--- src/rtl/matrix_col_scan_if.sv ---
// Bus bundle for the LED matrix column scanner: frame loading and enable in,
// decoder column select, active-low row drive and end-of-frame strobe out.
interface matrix_col_scan_if;
   logic        enable;
   logic        frame_wr;
   logic [34:0] frame_in;
   logic [2:0]  sel;
   logic [6:0]  row_n;
   logic        frame_done;

   modport master (
      output enable, frame_wr, frame_in,
      input  sel, row_n, frame_done
   );

   modport slave (
      input  enable, frame_wr, frame_in,
      output sel, row_n, frame_done
   );
endinterface

--- src/rtl/matrix_col_scan.sv ---
// 5x7 LED matrix column scanner: one column per slot with leading blanking,
// double-buffered frame that only swaps on the last cycle of a frame.
module matrix_col_scan #(
   parameter int DIV      = 50000,
   parameter int BLANK    = 2,
   parameter int NUM_COLS = 5
) (
   input  logic             clk,
   input  logic             reset,
   matrix_col_scan_if.slave bus
);
   localparam int TW = $clog2(DIV);
   localparam logic [TW-1:0] TICK_MAX = TW'(DIV - 1);
   localparam logic [TW-1:0] BLANK_T  = TW'(BLANK);
   localparam logic [2:0]    COL_MAX  = 3'(NUM_COLS - 1);

   logic [TW-1:0] r_tick;
   logic [2:0]    r_col;
   logic          r_en;
   logic [34:0]   r_shadow;
   logic [34:0]   r_active;
   logic          r_pend;

   logic [6:0]    w_col_rows [0:7];
   logic          w_frame_done;
   logic          w_blank;

   // Column slices of the displayed frame; select codes 5..7 never reach the rows.
   for (genvar gi = 0; gi < 8; gi++) begin : g_cols
      if (gi < 5) begin : g_real
         assign w_col_rows[gi] = r_active[7*gi +: 7];
      end else begin : g_pad
         assign w_col_rows[gi] = 7'h00;
      end
   end

   assign w_frame_done = r_en && (r_col == COL_MAX) && (r_tick == TICK_MAX);
   assign w_blank      = (r_tick < BLANK_T);

   assign bus.sel        = (!r_en || w_blank) ? 3'b111 : r_col;
   assign bus.row_n      = (!r_en || w_blank) ? 7'h7F  : ~w_col_rows[r_col];
   assign bus.frame_done = w_frame_done;

   always_ff @(posedge clk) begin
      if (reset) begin
         r_tick   <= '0;
         r_col    <= '0;
         r_en     <= 1'b0;
         r_shadow <= '0;
         r_active <= '0;
         r_pend   <= 1'b0;
      end else begin
         r_en <= bus.enable;

         if (!r_en) begin
            r_tick <= '0;
            r_col  <= '0;
         end else if (r_tick == TICK_MAX) begin
            r_tick <= '0;
            r_col  <= (r_col == COL_MAX) ? 3'd0 : r_col + 3'd1;
         end else begin
            r_tick <= r_tick + 1'b1;
         end

         // A write landing on the frame boundary bypasses the shadow wait.
         if (bus.frame_wr && w_frame_done) begin
            r_shadow <= bus.frame_in;
            r_active <= bus.frame_in;
            r_pend   <= 1'b0;
         end else if (bus.frame_wr) begin
            r_shadow <= bus.frame_in;
            r_pend   <= 1'b1;
         end else if (w_frame_done && r_pend) begin
            r_active <= r_shadow;
            r_pend   <= 1'b0;
         end
      end
   end
endmodule

--- src/flat_wrapper.sv ---
// flat-port wrapper written by rule: the top's interface ports become plain ports
module matrix_col_scan_flat 
#(
   parameter int DIV      = 50000,
   parameter int BLANK    = 2,
   parameter int NUM_COLS = 5
)
  (clk, reset, bus_enable, bus_frame_wr, bus_frame_in, bus_sel, bus_row_n, bus_frame_done);
  matrix_col_scan_if bus_i ();
  input  logic clk;
  input  logic reset;
  input wire logic [$bits(bus_i.enable)-1:0] bus_enable;
  input wire logic [$bits(bus_i.frame_wr)-1:0] bus_frame_wr;
  input wire logic [$bits(bus_i.frame_in)-1:0] bus_frame_in;
  output wire logic [$bits(bus_i.sel)-1:0] bus_sel;
  output wire logic [$bits(bus_i.row_n)-1:0] bus_row_n;
  output wire logic [$bits(bus_i.frame_done)-1:0] bus_frame_done;
  assign bus_i.enable = bus_enable;
  assign bus_i.frame_wr = bus_frame_wr;
  assign bus_i.frame_in = bus_frame_in;
  assign bus_sel = bus_i.sel;
  assign bus_row_n = bus_i.row_n;
  assign bus_frame_done = bus_i.frame_done;
  matrix_col_scan #(.DIV(DIV), .BLANK(BLANK), .NUM_COLS(NUM_COLS)) u_core (.clk(clk), .reset(reset), .bus(bus_i));
endmodule
--- config.mk ---
export PLATFORM = sky130hd
export DESIGN_NAME = matrix_col_scan_flat
export DESIGN_NICKNAME = d
export VERILOG_FILES = /design/src/rtl/matrix_col_scan_if.sv /design/src/rtl/matrix_col_scan.sv /design/src/flat_wrapper.sv
export SDC_FILE = /design/constraint.sdc
export NUM_CORES = 1
export LEC_CHECK = 0
export ABC_AREA = 0
export CORE_ASPECT_RATIO = 1.5
export CORE_UTILIZATION = 52
export CTS_BUF_LIST = sky130_fd_sc_hd__clkbuf_2
export DETAILED_ROUTE_END_ITERATION = 7
export PLACE_DENSITY = 0.78
export SLEW_MARGIN = 20
export SYNTH_ARGS = -nofsm -noshare
export SYNTH_HDL_FRONTEND = slang
export SYNTH_SLANG_ARGS = --single-unit
export TNS_END_PERCENT = 20
--- constraint.sdc ---
create_clock -name clk -period 2.28 [get_ports clk]
set_input_delay 0.684 -clock clk [delete_from_list [all_inputs] [get_ports clk]]
set_output_delay 0.684 -clock clk [all_outputs]
set_load 0.05 [all_outputs]
==> metrics, run 1 <==
cell type with the highest aggregate area in the netlist dfxtp_1; number of different library cells in the post-synthesis netlist 39; setup repair after global routing missed its margin true; cell chain of the critical path buf_16 > mux4_2 > inv_2 > o21ai_1 > nand2_1 > buf_12; worst-case setup slack after placement 47.8 ps; number of endpoints failing setup at the final stage 11; sum of routed wire length over all layers 8580 µm; Max Root-Sink Buffers 2; largest stage delay on the critical path 510 ps; number of buffers and inverters on the critical path 3; share of power burned in registers 0.628; data required time at the worst endpoint 1600 ps; Cell Int Power 1.98 mW; Most used DFF post-synth dfxtp_1; slowest stage cell, crit path mux4_2; floorplan die area 0.00818 mm²; Final Hold Viols 0; measured slew at the worst slew-check pin 626 ps; register-to-register setup slack 80 ps; critical path type flip-flop to output port; synthesized net count 437; row cnt 39; number of H-tree branching levels 3; outcome finished with violations; y dimension of the die 110 µm; Iter 0 DRT Violations 226; classification of the worst-slack hold path input pin to flip-flop; top cell type's share of synthesized area 0.448; fraction of power spent switching nets 0.243; number of nets still failing antenna checks after routing 0; switching power total 635 µW; logic depth of the worst register-to-register path 7; cell count after synthesis 395; initial cell density of the core 0.534; biggest area contributors in the synthesized netlist dfxtp_1 (45%), mux2i_1 (9.1%), mux2_4 (7.4%), nor2_1 (5.3%), nor2b_1 (4.6%); Min-Delay Endpoint u_core.r_pend; R2R Path End u_core.r_active[22]; critical path data arrival time 2020 ps; global-route usage over all layers 0.226; Max Clock Skew 21.3 ps; TritonCTS clock tree built; master cell of the clock root buffer clkbuf_2; share of async-settable or async-resettable flops after synthesis 0; source of the worst register-to-register timing path u_core.r_col[0]; placer's final routability congestion estimate 0.898; count of final max-slew check failures 0; Worst Slack Setup Final -426 ps; critical path capture point type output port; EDFF count, synth 0; critical hold path startpoint bus_frame_wr; mean number of vias per cell 5.33; total number of vias 2988; Placed Instances 534; wire length per cell 15.3 µm; number of buffers inserted during clock tree synthesis 9; area added between synthesis and finish 27.4%; leakage power of the design 2.12 nW; number of flip-flops and latches in the synthesized netlist 91; portion of total power attributed to the clock network 0.292; crit path launch type flip-flop; number of clock sinks 91; DRC 0; clock period minus final worst setup slack 2710 ps; antenna fix cells 0; largest fanout on the critical path 4; worst-case headroom to the max-slew limit 0.582; proportion of layout cells with a drive suffix above 1 0.296; sequential area share after synthesis 0.448; power density of the placed cells 505 mW/mm²; die width 74.2 µm; synth warn 0; clock latency on the worst-skew pair 570 ps; pin count of the biggest net entering global routing 65; total of max-cap violations 0; Remaining Overflow, GRT 0; portion of total power attributed to combinational logic 0.080; Worst-path clk slew 220 ps; global-route wire length before repair 13800 µm; failing checks negative setup slack; largest vdd supply drop 0.405 mV; fill count 547; Non-Filler Instances 561; I/O pin count 50; aggregate negative setup slack -3970 ps; number of nets in the final layout 496; initial antenna violation count 0; delay-heaviest family, CP multiplexers; placeable core area 0.00761 mm²; final worst-path cycle share 1.19; hold-critical path depth 3; first-pass iteration count of the detailed router 4; highest clock frequency the design can meet 370 MHz; post-synthesis instance area 0.00407 mm²; HPWL after detailed placement 5840 µm; Buffers on Ports 49; Mapped Avg Cell Area 10.3 µm²; via count of the first global-routing pass 2932; quantity of hold-fixing buffers added after cts 0
[cell usage after synthesis (2+ instances only)]
| library cell | number |
|---|---|
| dfxtp_1 | 91 |
| nor2_1 | 57 |
| mux2i_1 | 37 |
| nor2b_1 | 30 |
| mux2_4 | 20 |
| a22o_1 | 18 |
| nand2_1 | 17 |
| nand3_1 | 15 |
| inv_1 | 14 |
| clkbuf_1 | 12 |
| xnor2_1 | 12 |
| mux4_2 | 7 |
| o21ai_0 | 7 |
| buf_2 | 6 |
| mux2_2 | 6 |
| nand4_1 | 6 |
| nor3_1 | 6 |
| nor4_1 | 6 |
| buf_1 | 3 |
| ha_1 | 3 |
| buf_12 | 2 |
| buf_4 | 2 |
| xor2_1 | 2 |
[stage by stage]
stage | power (mW) | hold slack [ps] | util | area [µm²]
global route | 2.72 | 397 | 0.680 | 5180
floorplan | 1.79 | 437 | - | 4080
CTS | 2.63 | 383 | 0.671 | 5110
global placement | 1.88 | 457 | 0.629 | 4790
detailed placement | 1.89 | 468 | 0.629 | 4790
finish | 2.62 | 426 | 0.680 | 5180
[layout make-up]
cell class              count  area [µm²]  share of cell area
flip-flops and latches     91        1850               0.357
inverters                  14        52.6              0.0101
well taps                 102         128              0.0246
repair buffers             74         836               0.161
clock buffers               9        45.0             0.00870
multi-input cells         264        2210               0.427
clock inverters             7        57.6              0.0111
[layout by cell type, fill, tap and decap left out, types with 2 or more instances in the layout]
master,Yosys,routed
a22o_1,18,18
buf_12,2,14
buf_2,6,2
buf_4,2,21
clkbuf_2,1,9
clkdlybuf4s50_1,0,36
clkinv_1,0,5
dfxtp_1,91,81
dfxtp_2,0,5
dfxtp_4,0,5
ha_4,0,2
inv_1,14,7
inv_2,0,7
mux2_2,6,6
mux2_4,20,20
mux2i_1,37,37
mux4_2,7,7
nand2_1,17,8
nand2_2,0,7
nand2_4,0,2
nand3_1,15,14
nand4_1,6,6
nor2_1,57,54
nor2_2,0,3
nor2b_1,30,30
nor3_1,6,5
nor4_1,6,3
nor4_4,0,3
o21a_4,0,2
o21ai_1,1,2
o21ai_2,0,6
xnor2_1,12,12
xor2_1,2,2
[flip-flops by register name (all words and copies together) (netlist names)]
register and count:
u_core.r_en 1, u_core.r_pend 1, u_core.r_shadow 35, u_core.r_col 3, u_core.r_active 35, u_core.r_tick 16
[worst max path at each step]
| stage | depth (start not counted) | to | slack [ps] | startpoint |
|---|---|---|---|---|
| 5_1_grt | 6 | bus_row_n[4] | -510 | u_core.r_col[0] |
| 3_3_place_gp | 5 | bus_frame_done | 40 | u_core.r_tick[1] |
| 2_1_floorplan | 4 | bus_frame_done | 20 | u_core.r_tick[0] |
| 6_report | 6 | bus_row_n[5] | -430 | u_core.r_col[0] |
| 3_5_place_dp | 5 | bus_frame_done | 50 | u_core.r_tick[1] |
| 4_1_cts | 6 | bus_row_n[2] | -460 | u_core.r_col[0] |
[metal layers]
layer | GRT usage | vias up | wire (µm)
li1 | - | 1483 | -
met3 | 0.0573 | 23 | 326
met4 | 0.107 | 0 | 289
met5 | 0 | - | 0
met2 | 0.382 | 74 | 4430
met1 | 0.262 | 1408 | 3530
[cell families after synthesis]
group / share of synthesized area
adder cells (fa/ha/maj): 0.00923
XOR/XNOR: 0.0302
flip-flops: 0.448
AND/OR/NAND/NOR: 0.182
buffers and inverters: 0.0517
multiplexers: 0.220
AO/OA/AOI/OAI: 0.0588
[power groups by stage]
| stage | clock network, mW | logic [mW] | registers [mW] |
|---|---|---|---|
| 2_1_floorplan | 0 | 0.114 | 1.67 |
| 6_report | 0.764 | 0.209 | 1.64 |
| 5_1_grt | 0.849 | 0.226 | 1.65 |
| 3_3_place_gp | 0 | 0.205 | 1.68 |
| 3_5_place_dp | 0 | 0.208 | 1.68 |
| 4_1_cts | 0.782 | 0.210 | 1.64 |
[tightest hold or removal path, cell delays in order]
cell    delay (ps)
buf_2          110
nor2_1         120
nor3_1          60
[timing repair]
item / 4_1_cts / 5_1_grt
pin swaps: 17 / 6
setup buffers: 8 / 1
gates cloned: 2 / 0
resized for setup: 48 / 17
endpoints found under the setup margin: 11 / 16
Power figures use the tool's default switching activity.
==> run 2: changes to the inputs <==
CAP_MARGIN = 20   (was default)
==> results of run 2 <==
No change in the layout: final DEF, timing and power equal those of run 1.
